--- src/rtl/projectile.sv ---
// -----------------------------------------------------------------------------
// projectile -- player shot controller for a vertical shooter.
//
// Launches one shot from just above the ship on a fire request, moves it
// upward by SPEED pixels per frame_tick, and retires it when it reaches the
// top of the play field or when the enemy block reports a hit. After a retire
// the launcher stays disarmed for COOLDOWN frame_ticks before it re-arms.
//
// Ports:
//   clk           single clock
//   reset         asynchronous, active-low reset
//   start         synchronous game restart (highest priority after reset)
//   frame_tick    one-cycle pulse per video frame
//   fire          player fire button, synchronous to clk
//   ship_h/v      ship position (10 bits each)
//   hit           collision flag from the enemy block
//   projectile_h/v projectile position, parked at 1000 when not in flight
//   active        projectile in flight
//   shots         count of shots launched (wraps 255 -> 0)
//
// Configuration macro:
//   PROJECTILE_AUTOFIRE_EN  defined   -> fire level launches in IDLE
//                           undefined -> only a fire rising edge launches
// -----------------------------------------------------------------------------
module projectile #(
   parameter int SPEED         = 4,
   parameter int TOP_LIMIT     = 10,
   parameter int LAUNCH_OFFSET = 20,
   parameter int COOLDOWN      = 8
) (
   input  logic       clk,
   input  logic       reset,
   input  logic       start,
   input  logic       frame_tick,
   input  logic       fire,
   input  logic [9:0] ship_h,
   input  logic [9:0] ship_v,
   input  logic       hit,
   output logic [9:0] projectile_h,
   output logic [9:0] projectile_v,
   output logic       active,
   output logic [7:0] shots
);

   localparam logic [9:0]  PARK_POS   = 10'd1000;
   localparam logic [9:0]  SPEED_V    = 10'(SPEED);
   localparam logic [9:0]  OFFSET_V   = 10'(LAUNCH_OFFSET);
   // One bit wider so TOP_LIMIT + SPEED cannot wrap the comparison.
   localparam logic [10:0] RETIRE_V   = 11'(TOP_LIMIT + SPEED);
   localparam logic [7:0]  COOL_INIT  = 8'(COOLDOWN);

   typedef enum logic [2:0] {
      S_IDLE     = 3'b001,
      S_FLIGHT   = 3'b010,
      S_COOLDOWN = 3'b100
   } state_t;

   state_t     state_q, state_d;
   logic       fire_prev_q;
   logic       active_q, active_d;
   logic [9:0] pos_h_q, pos_h_d;
   logic [9:0] pos_v_q, pos_v_d;
   logic [7:0] shots_q, shots_d;
   logic [7:0] cnt_q, cnt_d;

   logic       shot_req;
   logic       do_retire;
   logic [9:0] launch_v;

`ifdef PROJECTILE_AUTOFIRE_EN
   // Level-sensitive: holding fire relaunches as soon as IDLE is re-entered.
   assign shot_req = fire;
`else
   assign shot_req = fire & ~fire_prev_q;
`endif

   // Launch height saturates at the top of the screen instead of wrapping.
   assign launch_v = (ship_v < OFFSET_V) ? 10'd0 : (ship_v - OFFSET_V);

   always_comb begin
      state_d   = state_q;
      active_d  = active_q;
      pos_h_d   = pos_h_q;
      pos_v_d   = pos_v_q;
      shots_d   = shots_q;
      cnt_d     = cnt_q;
      do_retire = 1'b0;

      if (start) begin
         state_d  = S_IDLE;
         active_d = 1'b0;
         pos_h_d  = PARK_POS;
         pos_v_d  = PARK_POS;
         shots_d  = 8'd0;
         cnt_d    = 8'd0;
      end else begin
         case (state_q)
            S_IDLE: begin
               if (shot_req) begin
                  state_d  = S_FLIGHT;
                  active_d = 1'b1;
                  pos_h_d  = ship_h;
                  pos_v_d  = launch_v;
                  shots_d  = shots_q + 8'd1;
               end
            end
            S_FLIGHT: begin
               // hit wins over frame_tick; the position is not advanced.
               if (hit) begin
                  do_retire = 1'b1;
               end else if (frame_tick) begin
                  if ({1'b0, pos_v_q} <= RETIRE_V) begin
                     do_retire = 1'b1;
                  end else begin
                     pos_v_d = pos_v_q - SPEED_V;
                  end
               end
            end
            S_COOLDOWN: begin
               // A counter of 0 or 1 expires on this tick (covers COOLDOWN=0).
               if (frame_tick) begin
                  if (cnt_q <= 8'd1) begin
                     cnt_d   = 8'd0;
                     state_d = S_IDLE;
                  end else begin
                     cnt_d = cnt_q - 8'd1;
                  end
               end
            end
            default: begin
               state_d  = S_IDLE;
               active_d = 1'b0;
               pos_h_d  = PARK_POS;
               pos_v_d  = PARK_POS;
               cnt_d    = 8'd0;
            end
         endcase

         if (do_retire) begin
            state_d  = S_COOLDOWN;
            active_d = 1'b0;
            pos_h_d  = PARK_POS;
            pos_v_d  = PARK_POS;
            cnt_d    = COOL_INIT;
         end
      end
   end

   always_ff @(posedge clk or negedge reset) begin
      if (!reset) begin
         state_q     <= S_IDLE;
         fire_prev_q <= 1'b0;
         active_q    <= 1'b0;
         pos_h_q     <= PARK_POS;
         pos_v_q     <= PARK_POS;
         shots_q     <= 8'd0;
         cnt_q       <= 8'd0;
      end else begin
         state_q     <= state_d;
         fire_prev_q <= fire;
         active_q    <= active_d;
         pos_h_q     <= pos_h_d;
         pos_v_q     <= pos_v_d;
         shots_q     <= shots_d;
         cnt_q       <= cnt_d;
      end
   end

   assign projectile_h = pos_h_q;
   assign projectile_v = pos_v_q;
   assign active       = active_q;
   assign shots        = shots_q;

endmodule

--- config.mk ---
export PLATFORM = sky130hd
export DESIGN_NAME = projectile
export DESIGN_NICKNAME = d
export VERILOG_FILES = /design/src/rtl/projectile.sv
export SDC_FILE = /design/constraint.sdc
export NUM_CORES = 1
export LEC_CHECK = 0
export CORE_UTILIZATION = 40
export DETAILED_ROUTE_END_ITERATION = 8
export PLACE_DENSITY = 0.69
export RECOVER_POWER = 100
export SETUP_SLACK_MARGIN = 0.1
export SLEW_MARGIN = 0
export SYNTH_ARGS = -nofsm -noshare
export SYNTH_HDL_FRONTEND = slang
export SYNTH_SLANG_ARGS = --single-unit
--- constraint.sdc ---
create_clock -name clk -period 1.65 [get_ports clk]
set_input_delay 0.2475 -clock clk [delete_from_list [all_inputs] [get_ports clk]]
set_output_delay 0.2475 -clock clk [all_outputs]
set_load 0.01 [all_outputs]
* Word level (Yosys, flattened, before mapping)
Index checks and enable logic that the tools add are counted.
** Storage, ports and cells
- Register bits after elaboration :: 41
- Bits of input ports :: 26
- Output and inout port bits :: 29
- Logic and storage cells :: 73
** Cells by class
- Add/sub/neg operators :: 4
- Magnitude comparators :: 3
- Equality and inequality tests :: 13
- Muxes and demuxes :: 35
- Bitwise gates (word level) :: 2
- Reduce and logical (&&, ||, !) cells :: 9
** Operator list (number)
- 10-bit 2-to-1 mux :: 10
- 8-bit 2-to-1 mux :: 7
- 10-bit case mux with 3 select lines :: 1
- 4-bit inequality test, second input constant :: 6
- 10-bit case mux with 2 select lines :: 1
- 8-bit case mux with 2 select lines :: 1
- 3-bit 2-to-1 mux :: 5
- 10-bit by 4-bit less-or-equal comparator with 1-bit output, second input constant :: 1
- 10-bit by 5-bit less-than comparator with 1-bit output, second input constant :: 1
- 10-bit by 3-bit subtractor with 10-bit output, second input constant :: 1
- 10-bit by 5-bit subtractor with 10-bit output, second input constant :: 1
- 3-bit case mux with 3 select lines :: 1
- 8-bit by 1-bit adder with 8-bit output, second input constant :: 1
- 8-bit by 1-bit less-or-equal comparator with 1-bit output, second input constant :: 1
- 1-bit 2-to-1 mux :: 8
- 8-bit by 1-bit subtractor with 8-bit output, second input constant :: 1
- 3-bit by 1-bit inequality test with 1-bit output, second input constant :: 2
- 3-bit inequality test, second input constant :: 2
- 2-bit AND reduction :: 3
- 5-bit AND reduction :: 1
- 4-bit AND reduction :: 1
- 2-bit nonzero test :: 2
- 2-bit OR reduction :: 2
- 3-bit by 1-bit == test with 1-bit output, second input constant :: 1
- 5 further kinds :: 5

* Depth between registers and ports, before layout
- Depth in word-level cells :: 8
- Depth in mapped cells :: 7
- Depth with buffers taken out :: 7

* Worst setup path before layout
Ideal clock, no wire load.
- Path type :: register to register
- Start :: register state_q[2]
- End :: register pos_v_q[2], in the netlist projectile_v[2]
- Library setup time :: 74 ps
- Arrival :: 1760 ps
- Required time :: 1576 ps
- Path slack :: -184 ps
- Stages on the path, launching flop included :: 8
- Path buffers :: 2
- Cell sequence :: dfrtp_1 or3b_1 buf_6 or4_4 o21ai_4 buf_12 nand2_1 o21ai_2
** On the way
- Cells in the longest elaborated chain, start to end :: 5
- Elaborated cells on any way between the ends :: 14
- Classes of those cells :: eq/ne: 8; mux: 5; reduce/logical: 1
** RTL lines
- from (decl) :: line 58 : state_t state_q, state_d;
- from (signal assigned) :: line 159 : state_q <= state_d;
- 3-bit by 2-bit == test with 1-bit output :: line 97 : case (state_q)
- 1-bit 2-to-1 mux :: line 97
- 1-bit 2-to-1 mux :: line 89 : if (start) begin
- 4-bit inequality test (no line) (tied with other cells)
- 5-bit AND reduction (no line) or 10-bit 2-to-1 mux (tied branches)
- to (signal assigned) :: line 163 : pos_v_q <= pos_v_d;
- to (decl) :: line 62 : logic [9:0] pos_v_q, pos_v_d;
Parallel ways exist; a longest one is shown, timed or not. The select of a mux whose other input is x is not followed.
A chain may end at the register's enable or synchronous reset.

* Final worst setup path
- Start :: register state_q[0]
- End :: register pos_v_q[9], in the netlist projectile_v[9]
The elaborated chain is that of the path after synthesis.

==> run metrics <==
Synth Warn # 0; Critical Path Fanout Max 6; IO Pins 55; layout cells sized above 1 0.484; r2r startpoint state_q[0]$_DFFE_PN1P_; clk_lat worst skew 0.30 ns; antenna-violating nets left 0; CTS root buffer clkbuf_8; clock tree buffer depth 2; drc violations 0; final hold viol count 0; period utilisation layout 1.10; Pint 3.58 mW; grt total ovfl 0; hpwl dp 5.00 mm; DR iter-0 viols 94; CP Class register to register; area of the multi-input gates 1660 um^2; RSZ-0062 raised after global routing yes; Yosys cell types 56; Final Cell Area 4280 um^2; drt first pass iters 4; number of buffers added on ports 54; Synth Flop Type dfrtp_1; P_leak 1.90 nW; violated checks negative setup slack; worst r2r path cells 5; cells after synthesis 261; largest net degree at the start of global routing 42; Layout Cells excl Fill 483; final wirelength 8.10 mm; Hold Slack 0.213 ns; power share of the combinational group 0.597; Reg clk slew, reported paths 0.09 ns; most frequent cells in the layout buf_4, clkdlybuf4s50_1, nor2_1, dfrtp_1, o21ai_2; FF+latch count, synth 41; filler cell count in the final layout 394; r2r setup slk -0.17 ns; R2R Path End projectile_v[9]$_DFFE_PN1P_; CTS tree yes; Vias/cell 5.39; sequential element share of the synthesized area 0.434; switching pwr 2.27 mW; vias 2,601; H-tree Lvls 2; Power Dens Cells 1370 nW/um^2; Critical Path, Cell by Cell or3b_4 -> buf_6 -> a311o_1 -> o211a_1 -> o21ai_1; Tmin final 1.82 ns; max incr delay on CP 0.61 ns; Antenna diodes 0; commonest non-fill, non-tap cell in the layout buf_4; DR WL/cell 16.8 um; CTS Sinks 41; Async SR Flop Fraction 1.00; placed inst area 3600 um^2; final core utilization 0.759; CP required 1.88 ns; fraction of power spent switching nets 0.388; clock power share 0.115; Syn Area/Cell 9.20 um^2; Startpoint Class register; setup ws final -0.169 ns; endpoint class of the critical path register; worst vdd ir 0.779 mV; sequential power share 0.288; Total GRT Usage 0.259; Core Area 5640 um^2; Least-Margin Pin Slew 1.06 ns; Die Height 79.5 um; Worst Clk Skew 0.00593 ns; Hold/Removal Path Class input pin to asynchronous set/reset pin; syn nets 293; Final TNS setup -3.26 ns; initial core utilization 0.426; first-pass GRT wire length 12.5 mm; number of synthesized flops with an enable pin 0; crit path DAT 2.05 ns; relative slew slack 0.294; GP Congestion 0.885; Sequential Area 1040 um^2; status finished, violations left; mapped cell area 2400 um^2; Die Span X 79.5 um; num rows 27; slowest CP cell dfstp_2; number of global-route vias before repair 2,581; Die Area 6320 um^2; TritonCTS buffer count 5; Layout Nets 442; final setup fails 35; Max Clk Rate 550 MHz; Pins Over Slew Limit 0; dpl cells 450; crit path to projectile_v[9]$_DFFE_PN1P_; max cap viols 0; Area Growth Syn to Fin 78.2%; initial antenna violation count 0; CP startpoint state_q[0]$_DFFE_PN1P_
[metal layers]
layer	wire length [um]	track usage	vias to the layer above	part of all wire
met5	0	0	-	0
met4	170	0.0982	0	0.021
met3	380	0.0491	17	0.047
met2	4110	0.438	82	0.51
met1	3440	0.324	1264	0.42
li1	-	-	1238	-
[stage by stage]
stage	total power [mW]	setup WS (ns)
detailed placement	4.28	-0.429
global placement	4.23	-0.425
CTS	5.46	-0.125
floorplan	2.98	-0.159
global route	6.19	-0.223
finish	5.84	-0.169
[Yosys cell counts, types with 4 or more instances]
cell / n / area [um^2]
nand2_1: 28 / 105
nor3_1: 7 / 35.0
o31ai_1: 5 / 37.5
a21oi_1: 10 / 50.1
o21ai_1: 12 / 60.1
xor2_1: 5 / 43.8
xnor2_1: 9 / 78.8
ha_1: 6 / 75.1
dfrtp_1: 28 / 701
nor4_1: 5 / 31.3
a211oi_1: 4 / 30.0
dfstp_2: 13 / 342
o21ai_2: 5 / 43.8
nor2_1: 31 / 116
nand2b_1: 4 / 25.0
nor2b_1: 5 / 31.3
inv_1: 11 / 41.3
o21ai_0: 11 / 55.1
[cell families after synthesis]
group           Yosys count  synth area share
simple gates            107             0.227
compound gates           74             0.214
flops                    41             0.434
buf+inv                  18            0.0391
xor+xnor                 14            0.0510
fa+ha+maj                 6            0.0312
mux                       1           0.00417
[power by group through the flow]
stage          Clock (mW)  Combinational (mW)  Sequential, mW
2_1_floorplan           0                1.22            1.76
3_3_place_gp            0                2.60            1.63
3_5_place_dp            0                2.64            1.64
4_1_cts             0.681                3.12            1.66
5_1_grt             0.736                3.74            1.71
6_report            0.673                3.49            1.68
[repair_timing]
action	in CTS	in global routing
buffers inserted	12	11
setup endpoints to repair	54	47
pin swaps	25	20
gates resized for setup	79	36
hold buffers	0	0
gates cloned	3	0
[cell type report]
class	instances	area share
sequential	41	0.244
clock inverter	3	0.00409
inverter	11	0.00965
clock buffer	5	0.0161
multi-input combinational	202	0.387
tap	72	0.0210
timing repair buffer	149	0.318
[critical path: cells and delay by family (launching register included)]
kind	cells	cell delay, ns
buffers and inverters	1	0.15
and+or+nand+nor	1	0.43
DFF	1	0.61
AOI/OAI and AO/OA	3	0.56
[worst min path at each step]
stage                from                     endpoint  slack (ns)
finish              reset         shots[3]$_DFFE_PN0P_        0.21
global route        reset  projectile_v[0]$_DFFE_PN0P_        0.28
CTS                 reset         cnt_q[7]$_DFFE_PN0P_        0.03
detailed placement  reset         shots[4]$_DFFE_PN0P_        0.35
global placement    reset         shots[4]$_DFFE_PN0P_        0.35
floorplan           reset           active$_DFFE_PN0P_       -0.05
[state kept, by name, indices dropped and copies added (netlist names)]
register and flops:
active 1, cnt_q 8, fire_prev_q 1, projectile_h 10, projectile_v 10, shots 8
state_q 3
Note: power is estimated with default switching activity, not from simulation.
